## src/rtl/bus_slave_resp_pkg.sv

```systemverilog
// rtl/bus_slave_resp_pkg.sv - shared bus constants and responder state encoding
// Purpose: word/address widths, READ/WRITE and active-low enable encodings,
//          wait-counter limits and the responder FSM state type.
// Ports:   none (package).
package bus_slave_resp_pkg;

  localparam int WORD_DATA_W = 32;
  localparam int WORD_ADDR_W = 30;

  localparam logic READ  = 1'b1;
  localparam logic WRITE = 1'b0;

  localparam logic ENABLE_  = 1'b0;
  localparam logic DISABLE_ = 1'b1;

  localparam int CNT_W    = 4;
  localparam int MAX_WAIT = 15;

  typedef enum logic [1:0] {
    BUS_SLV_IDLE   = 2'd0,
    BUS_SLV_ACCESS = 2'd1,
    BUS_SLV_ACK    = 2'd2
  } bus_slv_state_e;

endpackage

```

## src/rtl/bus_slave_bank.sv

```systemverilog
// rtl/bus_slave_bank.sv - DEPTH x 32 register bank, one sync write, one async read
// Purpose: local word storage for the bus responder; contents are not reset.
// Ports:   clk       - clock
//          i_we      - write enable, commits on the rising edge
//          i_idx     - word index shared by the write and read ports
//          i_wr_data - write data
//          o_rd_data - combinational read of the addressed word
module bus_slave_bank
  import bus_slave_resp_pkg::*;
#(
  parameter int DEPTH = 16,
  parameter int IDX_W = $clog2(DEPTH)
) (
  input  logic                   clk,
  input  logic                   i_we,
  input  logic [IDX_W-1:0]       i_idx,
  input  logic [WORD_DATA_W-1:0] i_wr_data,
  output logic [WORD_DATA_W-1:0] o_rd_data
);

  logic [WORD_DATA_W-1:0] r_mem [DEPTH];

  always_ff @(posedge clk) begin
    if (i_we) begin
      r_mem[i_idx] <= i_wr_data;
    end
  end

  assign o_rd_data = r_mem[i_idx];

endmodule

```

## src/rtl/bus_slave_resp.sv

```systemverilog
// rtl/bus_slave_resp.sv - bus responder with programmable wait states and local bank
// Purpose: accepts a request on chip-select plus address strobe, waits WAIT_CYCLES,
//          then pulses s_rdy_ low for one cycle, serving reads/writes from the bank.
// Ports:   clk, reset          - clock, synchronous active-high reset
//          s_cs_, s_as_        - chip select / address strobe, active-low
//          s_rw                - 1 = read, 0 = write
//          s_addr, s_wr_data   - word address and write data (latched on accept)
//          s_rd_data           - read data, zero whenever s_rdy_ is high
//          s_rdy_              - one-cycle active-low acknowledge
//          busy                - high while in ACCESS or ACK
module bus_slave_resp
  import bus_slave_resp_pkg::*;
#(
  parameter int DEPTH       = 16,
  parameter int WAIT_CYCLES = 1
) (
  input  logic                   clk,
  input  logic                   reset,
  input  logic                   s_cs_,
  input  logic                   s_as_,
  input  logic                   s_rw,
  input  logic [WORD_ADDR_W-1:0] s_addr,
  input  logic [WORD_DATA_W-1:0] s_wr_data,
  output logic [WORD_DATA_W-1:0] s_rd_data,
  output logic                   s_rdy_,
  output logic                   busy
);

  localparam int              IDX_W   = $clog2(DEPTH);
  localparam logic [CNT_W-1:0] WAIT_LD = CNT_W'(WAIT_CYCLES);

  generate
    if (WAIT_CYCLES < 0 || WAIT_CYCLES > MAX_WAIT) begin : g_bad_wait
      $error("bus_slave_resp: WAIT_CYCLES must be within 0..15");
    end
    if (DEPTH < 2 || (DEPTH & (DEPTH - 1)) != 0) begin : g_bad_depth
      $error("bus_slave_resp: DEPTH must be a power of two >= 2");
    end
  endgenerate

  bus_slv_state_e         r_state, w_state_nx;
  logic [CNT_W-1:0]       r_cnt, w_cnt_nx;
  logic [IDX_W-1:0]       r_idx, w_idx_nx;
  logic                   r_rw, w_rw_nx;
  logic [WORD_DATA_W-1:0] r_wdata, w_wdata_nx;
  logic                   r_rdy_, w_rdy_nx;
  logic [WORD_DATA_W-1:0] r_rd_data, w_rd_data_nx;
  logic                   w_req;
  logic                   w_bank_we;
  logic [WORD_DATA_W-1:0] w_bank_rd;
  logic                   w_unused_addr_hi;

  // Upper address bits alias onto the bank and are deliberately dropped.
  assign w_unused_addr_hi = ^s_addr[WORD_ADDR_W-1:IDX_W];

  assign w_req = (s_cs_ == ENABLE_) && (s_as_ == ENABLE_);

  bus_slave_bank #(
    .DEPTH (DEPTH),
    .IDX_W (IDX_W)
  ) u_bank (
    .clk       (clk),
    .i_we      (w_bank_we),
    .i_idx     (r_idx),
    .i_wr_data (r_wdata),
    .o_rd_data (w_bank_rd)
  );

  always_ff @(posedge clk) begin
    if (reset) begin
      r_state   <= BUS_SLV_IDLE;
      r_cnt     <= '0;
      r_idx     <= '0;
      r_rw      <= READ;
      r_wdata   <= '0;
      r_rdy_    <= DISABLE_;
      r_rd_data <= '0;
    end else begin
      r_state   <= w_state_nx;
      r_cnt     <= w_cnt_nx;
      r_idx     <= w_idx_nx;
      r_rw      <= w_rw_nx;
      r_wdata   <= w_wdata_nx;
      r_rdy_    <= w_rdy_nx;
      r_rd_data <= w_rd_data_nx;
    end
  end

  always_comb begin
    w_state_nx   = r_state;
    w_cnt_nx     = r_cnt;
    w_idx_nx     = r_idx;
    w_rw_nx      = r_rw;
    w_wdata_nx   = r_wdata;
    w_rdy_nx     = DISABLE_;
    w_rd_data_nx = '0;
    w_bank_we    = 1'b0;
    case (r_state)
      BUS_SLV_IDLE: begin
        if (w_req) begin
          w_idx_nx   = s_addr[IDX_W-1:0];
          w_rw_nx    = s_rw;
          w_wdata_nx = s_wr_data;
          w_cnt_nx   = WAIT_LD;
          w_state_nx = BUS_SLV_ACCESS;
        end
      end
      BUS_SLV_ACCESS: begin
        if (!w_req) begin
          w_state_nx = BUS_SLV_IDLE;
        end else if (r_cnt == '0) begin
          // Outputs are loaded here so they are registered while in ACK.
          w_state_nx   = BUS_SLV_ACK;
          w_rdy_nx     = ENABLE_;
          w_rd_data_nx = (r_rw == READ) ? w_bank_rd : '0;
        end else begin
          w_cnt_nx = r_cnt - 1'b1;
        end
      end
      BUS_SLV_ACK: begin
        w_state_nx = BUS_SLV_IDLE;
        // A reset landing on the ACK cycle must drop the write too.
        w_bank_we  = (r_rw == WRITE) && !reset;
      end
      default: w_state_nx = BUS_SLV_IDLE;
    endcase
  end

  assign s_rdy_    = r_rdy_;
  assign s_rd_data = r_rd_data;
  assign busy      = (r_state == BUS_SLV_ACCESS) || (r_state == BUS_SLV_ACK);

endmodule

```

## config.mk

```make
export PLATFORM = sky130hd
export DESIGN_NAME = bus_slave_resp
export DESIGN_NICKNAME = d
export VERILOG_FILES = /design/src/rtl/bus_slave_resp_pkg.sv /design/src/rtl/bus_slave_bank.sv /design/src/rtl/bus_slave_resp.sv
export SDC_FILE = /design/constraint.sdc
export NUM_CORES = 1
export LEC_CHECK = 0
export CAP_MARGIN = 20
export CORE_AREA = 2 2 225 227
export DETAILED_ROUTE_END_ITERATION = 7
export DIE_AREA = 0 0 227 229
export PLACE_DENSITY_LB_ADDON = 0.1
export SYNTH_ARGS = -nofsm -noshare
export SYNTH_HDL_FRONTEND = slang
export SYNTH_SLANG_ARGS = --single-unit
export TNS_END_PERCENT = 1
```

## constraint.sdc

```tcl
create_clock -name clk -period 7 [get_ports clk]
set_input_delay 1.4 -clock clk [delete_from_list [all_inputs] [get_ports clk]]
set_output_delay 1.4 -clock clk [all_outputs]
set_load 0.02 [all_outputs]
```

==> key figures <==
Synthesis
  – Mean post-synth cell area: 19.79 µm²
  – Post-synthesis sequential area ratio: 76.72%
  – Yosys warns: 0
  – Post-synth EDFFs: 512
  – Post-synthesis async set-or-reset flop share: 0%
  – Main flop type after synthesis: edfxtp_1
  – Syn Nets: 1,184
  – Flops & latches, synth: 588
  – Yosys cell types: 33
  – Mapped Cells: 1,113
  – Post-Syn Area: 22,020 µm²

Floorplan
  – Die area: 51,980 µm²
  – Die Wd: 227 µm
  – Io pins: 101
  – Initial Util: 44.35%
  – Core Footprint: 49,660 µm²
  – # rows: 82
  – Vert. Die Dim: 229 µm

Detailed routing
  – Detail Route Antenna Nets: 0
  – Metal3 WL: 2.199 mm
  – Wirelength per Cell: 25.18 µm
  – Remaining DRCs: 0
  – DR top layer: met4
  – Routed vias: 10,524
  – Drt pass-1 iters: 5
  – Initial drt markers: 762
  – Met1 WL: 21.73 mm
  – WL final: 49.14 mm
  – Met2 routed WL: 24.21 mm
  – Via density: 5.394

STA
  – Measured slew at the worst slew-check pin: 0.9215 ns
  – TNS Setup: 0 ns
  – Final Hold Slack: 0.4762 ns
  – Layout Skew: 0.01352 ns
  – RSZ-0062 raised after global routing: false
  – Final period util: 49.15%
  – Final Hold Fails: 0
  – Final setup violation count: 0
  – Min Clock Period, post-route: 3.441 ns
  – Max_slew headroom: 38.56%
  – Achievable Freq: 290.6 MHz
  – Slew Viols, Final: 0

Worst hold path
  – Min-delay src: r_state[1]$_SDFFE_PP0P_
  – Min-Delay Path Class: flop to flop
  – Hold Path Cell Cnt: 2

GRT
  – All-layer global routing usage: 19.54%
  – Number of global-route vias before repair: 10,998
  – Pin count of the biggest net entering global routing: 44
  – Global-route wire length before repair: 72.80 mm
  – Total grt overflow: 0
  – Initial antenna violation count: 0

Run status
  – Status: complete, no violations

Critical path
  – Crit Path Max Fanout: 17
  – Worst Setup Path Type: input pin to flop
  – FF-to-FF Start: r_idx[0]$_SDFFE_PP0P_
  – Critical path origin: s_as_
  – CP Data Arrival Time: 3.95 ns
  – Reg2reg path depth: 4
  – Crit end category: flop
  – Worst EP required: 7.51 ns
  – CP startpoint kind: input pin

Power
  – Pwr/cell area: 289.7 nW/µm²
  – Peak VDD IR: 0.1983 mV
  – Pleak: 8.238 nW

Cells and area
  – Area grow syn2layout: 17.27%
  – Filler cells: 4,087
  – Layout cell share with drive strength beyond 1: 25.88%
  – Ant. Diodes: 0
  – Fin nets: 1,297

CTS
  – Max Buffers Root-to-Sink: 3
  – CTS Buf Count: 61
  – Post-CTS Setup Inserts: 0
  – Clock Sink Count: 588
  – Clk pin slew, worst setup/hold paths: 0.06 ns
  – H-tree lvl count: 2
  – Worst skew pair latency: 0.62 ns
  – CTS tree: done
  – Post-CTS Hold Fix Bufs: 0
  – # resized after CTS: 0
  – CTS Root Cell: clkbuf_16

Place
  – Port-buffer cells: 74
  – Final HPWL DP: 26.34 mm
  – Final GP Congestion: 0.7048

Job
  – Max cap viols: 0
## per-stage QoR
step	instance area (µm²)	utilization, %	total power, mW	instances	setup WS (ns)
after CTS	25820	52.01	7.551	1951	3.412
after floorplan	22020	-	4.072	1113	2.480
final	25820	52.01	7.481	1951	3.559
after global routing	25820	52.01	7.710	1951	3.256
after global placement	23690	47.70	4.160	1835	2.907
after detailed placement	23690	47.70	4.163	1835	2.888
## cell usage after synthesis, types with 3 or more instances
master / n / area [µm²]
buf_1: 6 / 22.52
mux4_2: 128 / 2883
nor3_1: 8 / 40.04
o221ai_2: 10 / 150.1
o221ai_1: 22 / 192.7
nor2_1: 17 / 63.81
buf_2: 26 / 130.1
nor3b_1: 4 / 30.03
nand3_1: 3 / 15.01
ha_1: 4 / 50.05
inv_1: 68 / 255.2
dfxtp_1: 76 / 1521
nand2_1: 113 / 424.2
a21oi_1: 38 / 190.2
o21ai_0: 3 / 15.01
clkbuf_1: 20 / 75.07
mux2_2: 33 / 371.6
nand2b_1: 3 / 18.77
edfxtp_1: 512 / 15370
## layer usage
| metal | GRT usage [%] | up-vias |
|---|---|---|
| met3 | 2.720 | 61 |
| met4 | 5.576 | 0 |
| met5 | 0 | - |
| li1 | - | 4636 |
| met2 | 31.79 | 226 |
| met1 | 27.74 | 5601 |
## where the power goes
part	total, mW	switching, mW	internal (mW)
Combinational	0.213	0.102	0.111
Sequential	3.87	0.0552	3.81
Clock	3.40	1.33	2.07
Total	7.48	1.48	6.00
## state kept, by name (all words and copies together) (netlist names)
name and count:
u_bank.r_mem 512, s_rd_data 32, r_wdata 32, r_rw 1
r_idx 4, r_state 2, r_cnt 4, s_rdy_ 1
## final timing paths
| path | endpoint | slack (ns) |
|---|---|---|
| setup / recovery | s_rd_data[21]$_SDFF_PP0_ | 3.56 |
| hold / removal | r_state[1]$_SDFFE_PP0P_ | 0.48 |
| setup reg to reg | u_bank.r_mem[15][17]$_DFFE_PP_ | 3.57 |
| hold reg to reg | r_state[1]$_SDFFE_PP0P_ | 0.48 |
## critical path, cell delays in order
cell	delay, ns
clkdlybuf4s50_1	0.48
or3b_4	0.48
nor3_2	0.26
nand3_2	0.58
buf_4	0.51
o221ai_1	0.23
## cells by family (layout without fill, tap and decap cells)
logic type                 Yosys count  after routing  share of synthesized area [%]
buffers and inverters              125            291                          2.494
adders and majority gates            4              4                         0.2273
muxes                              161            161                          14.78
DFF                                588            588                          76.72
AOI/OAI and AO/OA                   74             74                          2.523
xor gates and xnor gates             2              2                        0.07956
and+or+nand+nor                    159            159                          3.176
## layout make-up
type                       instances  area, µm²  area share [%]
sequential                       588      16910           65.47
multi-input combinational        400       4700           18.20
clock buffer                      86       1753           6.788
timing repair buffer             107      983.4           3.808
tap                              672      840.8           3.256
clock inverter                    30      385.4           1.492
inverter                          68      255.2          0.9884
## layout by cell type, fill, tap and decap left out, drive strengths merged, types with 2 or more instances in the layout
cell type and count:
mux2 33, nor3 9, or3b 3, dfxtp 76, bufinv 9, clkbuf 86
o221ai 32, nand3b 2, xor2 2, a21oi 38, buf 34, clkdlybuf4s50 73
ha 4, inv 69, clkinv 19, nand2b 3, nand2 113, edfxtp 512
mux4 128, nor2 17, nand3 3, nor3b 4, o21ai 3
No activity file was read; power rests on OpenSTA's default activity.
==> patch 1 (same flow settings) <==
Change the package constant `ENABLE_` from 1'b0 to 1'b1.
--- a/src/rtl/bus_slave_resp_pkg.sv
+++ b/src/rtl/bus_slave_resp_pkg.sv
@@ -10,7 +10,7 @@
   localparam logic READ  = 1'b1;
   localparam logic WRITE = 1'b0;
 
-  localparam logic ENABLE_  = 1'b0;
+  localparam logic ENABLE_  = 1'b1;
   localparam logic DISABLE_ = 1'b1;
 
   localparam int CNT_W    = 4;
Formal check against the unedited RTL: not equivalent (Yosys sat finds a counterexample within 4 cycles, from zero or initial values and one cycle with reset high).
==> patch 1 against the unedited design <==
Cell area down 1.5%; power down 1.8%; synthesized cell count down 5.3%; synthesized area down 0.73%; worst setup slack worse by 0.029 ns; via count down 2.4%; wire length down 0.14%; sequential cell count down 1; critical path type unchanged.
==> patch 1: results (changes against the unedited design) <==
status=complete, no violations (unchanged); crit path to=u_bank.r_mem[11][17] (was s_rd_data[21]); Max rail drop VDD=0.173 mV (was 0.198 mV); initial drt markers=744 (was 762); htree depth=2 (unchanged); Tot GR Track Use=0.193 (was 0.195); vias per inst=5.46 (was 5.39); synth cell count leaders=edfxtp_1, mux4_2, nand2_1, dfxtp_1, a21oi_1 (was edfxtp_1, mux4_2, nand2_1, dfxtp_1, inv_1); Final Net Count=1235 (was 1297); Yosys warnings=0 (unchanged); ys async rst share=0 (unchanged); Layout fillers=4059 (was 4087); Post-synth EDFFs=512 (unchanged); number of diodes=0 (unchanged); CP max-delay cell=nor2_4 (was nand3_2); measured slew at the worst slew-check pin=0.950 ns (was 0.922 ns); leakage power total=7.80 nW (was 8.24 nW); CP delay by family, top=simple AND/OR/NAND/NOR gates (unchanged); first-pass GRT wire length=71600 um (was 72800 um); Synth Net Count=1128 (was 1184); number of global-route vias before repair=10800 (was 11000); origin of the critical flop-to-flop path=r_idx[0] (unchanged); largest net degree at the start of global routing=51 (was 44); Final Hold Viols=0 (unchanged); GPL Wtd Cong=0.693 (was 0.705); CP max stage delay=0.77 ns (was 0.58 ns); Largest register FFs=512 (unchanged); Critical Path AT=3.74 ns (was 3.95 ns); Synth cell types=41 (was 33); hold crit path type=reg2reg (unchanged); Worst Skew=0.0224 ns (was 0.0135 ns); initial antenna violation count=0 (unchanged); post-CTS setup buffer count=0 (unchanged); Largest Register=u_bank.r_mem (unchanged); R2R Setup Slk=3.62 ns (was 3.57 ns); # port buffers=73 (was 74); Final ANT Viol Nets=0 (unchanged); # resized after CTS=0 (unchanged); Pre-Repair DR Iteration Count=4 (was 5); r2r endpoint=s_rd_data[18] (was u_bank.r_mem[15][17]); clk buf depth=3 (unchanged); layout cell share with drive strength beyond 1=0.248 (was 0.259); placed wire-length estimate=25400 um (was 26300 um); Seq/Total Area, Yosys=0.772 (was 0.767); root buffer cell=clkbuf_16 (unchanged); clock network latency to the later pin of the worst-skew pair=0.61 ns; TritonCTS buffer count=60 (was 61); Critical Path Start=reset (was s_as_); worst r2r path cells=5 (was 4); largest cells by area after synthesis=edfxtp_1, mux4_2, dfxtp_1, mux2_2, a221o_1 (was edfxtp_1, mux4_2, dfxtp_1, nand2_1, mux2_2); final wirelength=49100 um (about the same); Max Fanout on Critical Path=36 (was 17); Clk pin slew, worst setup/hold paths=0.06 ns (about the same)
==> patch 1: changes by cell type after synthesis, moves of 8 or more <==
cell,unedited run,this run
inv_1,68,4
nor2b_1,0,33
a221o_1,0,32
nand2_1,113,82
o221ai_1,22,0
buf_2,26,16
o221ai_2,10,0
clkbuf_1,20,28
==> patch 1: how the worst min path moves through the flow <==
stage,end,cells past startpoint,startpoint
global route,r_cnt[3],2,r_cnt[3]
finish,r_cnt[1],2,r_cnt[1]
CTS,r_cnt[1],2,r_cnt[1]
global placement,r_cnt[1],2,r_cnt[1]
detailed placement,r_cnt[1],2,r_cnt[1]
floorplan,r_cnt[1],2,r_cnt[1]
==> patch 1: metal layers <==
layer,wire length (um),vias to the layer above,share of wire,track usage
met5,0,-,0,0
met4,1200,0,0.024,0.0574
met3,2200,73,0.045,0.0344
met2,24300,225,0.49,0.315
met1,21400,5476,0.44,0.266
li1,-,4501,-,-
==> patch 1: metrics by stage <==
| step | hold WS, ns | cell area, um2 | setup WS [ns] | instances | utilization |
|---|---|---|---|---|---|
| finish | 0.491 | 25400 | 3.53 | 1881 | 0.512 |
| detailed placement | 0.481 | 23500 | 2.85 | 1770 | 0.473 |
| floorplan | 0.458 | 21900 | 2.36 | 1054 | - |
| global placement | 0.477 | 23500 | 2.74 | 1768 | 0.473 |
| global route | 0.521 | 25400 | 3.35 | 1881 | 0.512 |
| CTS | 0.489 | 25400 | 3.49 | 1880 | 0.512 |
==> patch 1: worst reg2reg max path, delay by kind of cell, from the launching register on <==
family / cells / cell delay [ns]
AO/OA/AOI/OAI: 1 / 0.30
buffers and inverters: 2 / 1.53
flip-flops: 1 / 0.64
multiplexers: 1 / 0.64
AND/OR/NAND/NOR: 1 / 0.14
==> patch 1: cell type report <==
class | count | area (um2) | share of cell area
Clock buffer | 88 | 1680 | 0.0659
Multi-Input combinational cell | 406 | 4800 | 0.189
Inverter | 4 | 15.0 | 0.000590
Tap cell | 672 | 841 | 0.0330
Clock inverter | 22 | 256 | 0.0101
Timing Repair Buffer | 102 | 963 | 0.0379
Sequential cell | 587 | 16900 | 0.664
==> patch 1: cell families after synthesis <==
logic type | synth area share
buf+inv | 0.0143
simple gates | 0.0340
mux | 0.149
compound gates | 0.0268
flops | 0.772
other cells | 0.000172
fa+ha+maj | 0.00401
==> patch 1: power by group <==
group,internal (W),switching [W]
sequential,0.00383,0.0000705
clock,0.00187,0.00129
combinational,0.000149,0.000138
total,0.00585,0.00150
==> patch 2 (same flow settings) <==
Without the edit above. Encoding of `bus_slv_state_e`: now one-hot (3 bits for 3 states).
--- a/src/rtl/bus_slave_resp_pkg.sv
+++ b/src/rtl/bus_slave_resp_pkg.sv
@@ -16,10 +16,10 @@
   localparam int CNT_W    = 4;
   localparam int MAX_WAIT = 15;
 
-  typedef enum logic [1:0] {
-    BUS_SLV_IDLE   = 2'd0,
-    BUS_SLV_ACCESS = 2'd1,
-    BUS_SLV_ACK    = 2'd2
+  typedef enum logic [2:0] {
+    BUS_SLV_IDLE   = 3'b001,
+    BUS_SLV_ACCESS = 3'b010,
+    BUS_SLV_ACK    = 3'b100
   } bus_slv_state_e;
 
 endpackage
Formal check against the unedited RTL: no difference found for any inputs over 4 cycles, from zero or initial values and one cycle with reset high; so few cycles prove little.
==> patch 2 against the unedited design <==
Worst setup slack got worse by 0.39 ns; wire length fell by 3.1%; cell area fell by 2.3%; cell count fell by 4.2%; synthesized area fell by 1.1%; count of clock-buffer cells in the layout rose by 12; clock skew fell by 0.0018 ns; sequential cell count rose by 1; power fell by 6.0%.
==> patch 2: results (changes against the unedited design) <==
leakage power total=7.36 nW (was 8.24 nW); CP max stage delay=0.80 ns (was 0.58 ns); largest cells by area after synthesis=edfxtp_1, mux4_2, dfxtp_1, mux2i_1, nand2_1 (was edfxtp_1, mux4_2, dfxtp_1, nand2_1, mux2_2); Power Density=279 nW/um2 (was 290 nW/um2); Critical Path Start=reset (was s_as_); wire per inst=25.5 um (was 25.2 um); worst r2r path cells=5 (was 4); origin of the critical flop-to-flop path=r_idx[1] (was r_idx[0]); headroom to the max-slew limit=0.335 (was 0.386); metal3 WL=2040 um (was 2200 um); Post-DP Area=23400 um2 (was 23700 um2); global-route met3 utilization=0.0284 (was 0.0272); Worst Skew=0.0118 ns (was 0.0135 ns); CP max-delay cell=nor2_4 (was nand3_2); synth cell count leaders=edfxtp_1, mux4_2, dfxtp_1, nand2_1, mux2i_1 (was edfxtp_1, mux4_2, nand2_1, dfxtp_1, inv_1); first-pass GRT wire length=70700 um (was 72800 um); crit path to=u_bank.r_mem[8][12] (was s_rd_data[21]); status=complete, no violations (unchanged); cell depth of the worst hold path=1 (was 2); initial drt markers=904 (was 762); Synth Area in XOR/XNOR=0.000402 (was 0.000795); Hold Crit Endpoint=r_cnt[0] (was r_state[1]); Max Fanout on Critical Path=46 (was 17); largest net degree at the start of global routing=85 (was 44); r2r endpoint=s_rd_data[11] (was u_bank.r_mem[15][17]); Synth cell types=36 (was 33); Max rail drop VDD=0.165 mV (was 0.198 mV); post-synthesis mux area share=0.162 (was 0.148); placed wire-length estimate=24400 um (was 26300 um); via count=10200 (was 10500); comb pwr=0.000188 W (was 0.000213 W); Final Net Count=1218 (was 1297); met1 Usage GRT=0.278 (was 0.277)
## patch 2: cell types whose count changed in the layout (fill, tap and decap cells not counted), moves of 3 or more
cell,delta
nand2_1,-37
bufinv_16,-8
mux2i_1,+65
ha_1,-3
inv_1,-64
o22ai_1,+32
o221ai_1,-22
o21ai_0,-3
buf_4,-6
o221ai_2,-10
nand2b_1,+3
mux2_2,-33
clkinv_2,-9
clkbuf_1,+15
## patch 2: layout make-up
class	instances	area, um2	share of cell area
Sequential cell	589	16900	0.671
Tap cell	672	841	0.0333
Inverter	4	15.0	0.000595
Clock buffer	98	1750	0.0692
Clock inverter	12	81.3	0.00322
Timing Repair Buffer	102	958	0.0380
Multi-Input combinational cell	393	4670	0.185
## patch 2: stage by stage
stage	cells	hold slack, ns	utilization	setup slack, ns
after global routing	1870	0.540	0.508	3.02
after floorplan	1044	0.461	-	1.91
final	1870	0.519	0.508	3.17
after global placement	1760	0.485	0.471	2.52
after CTS	1870	0.517	0.508	3.13
after detailed placement	1760	0.505	0.471	2.48
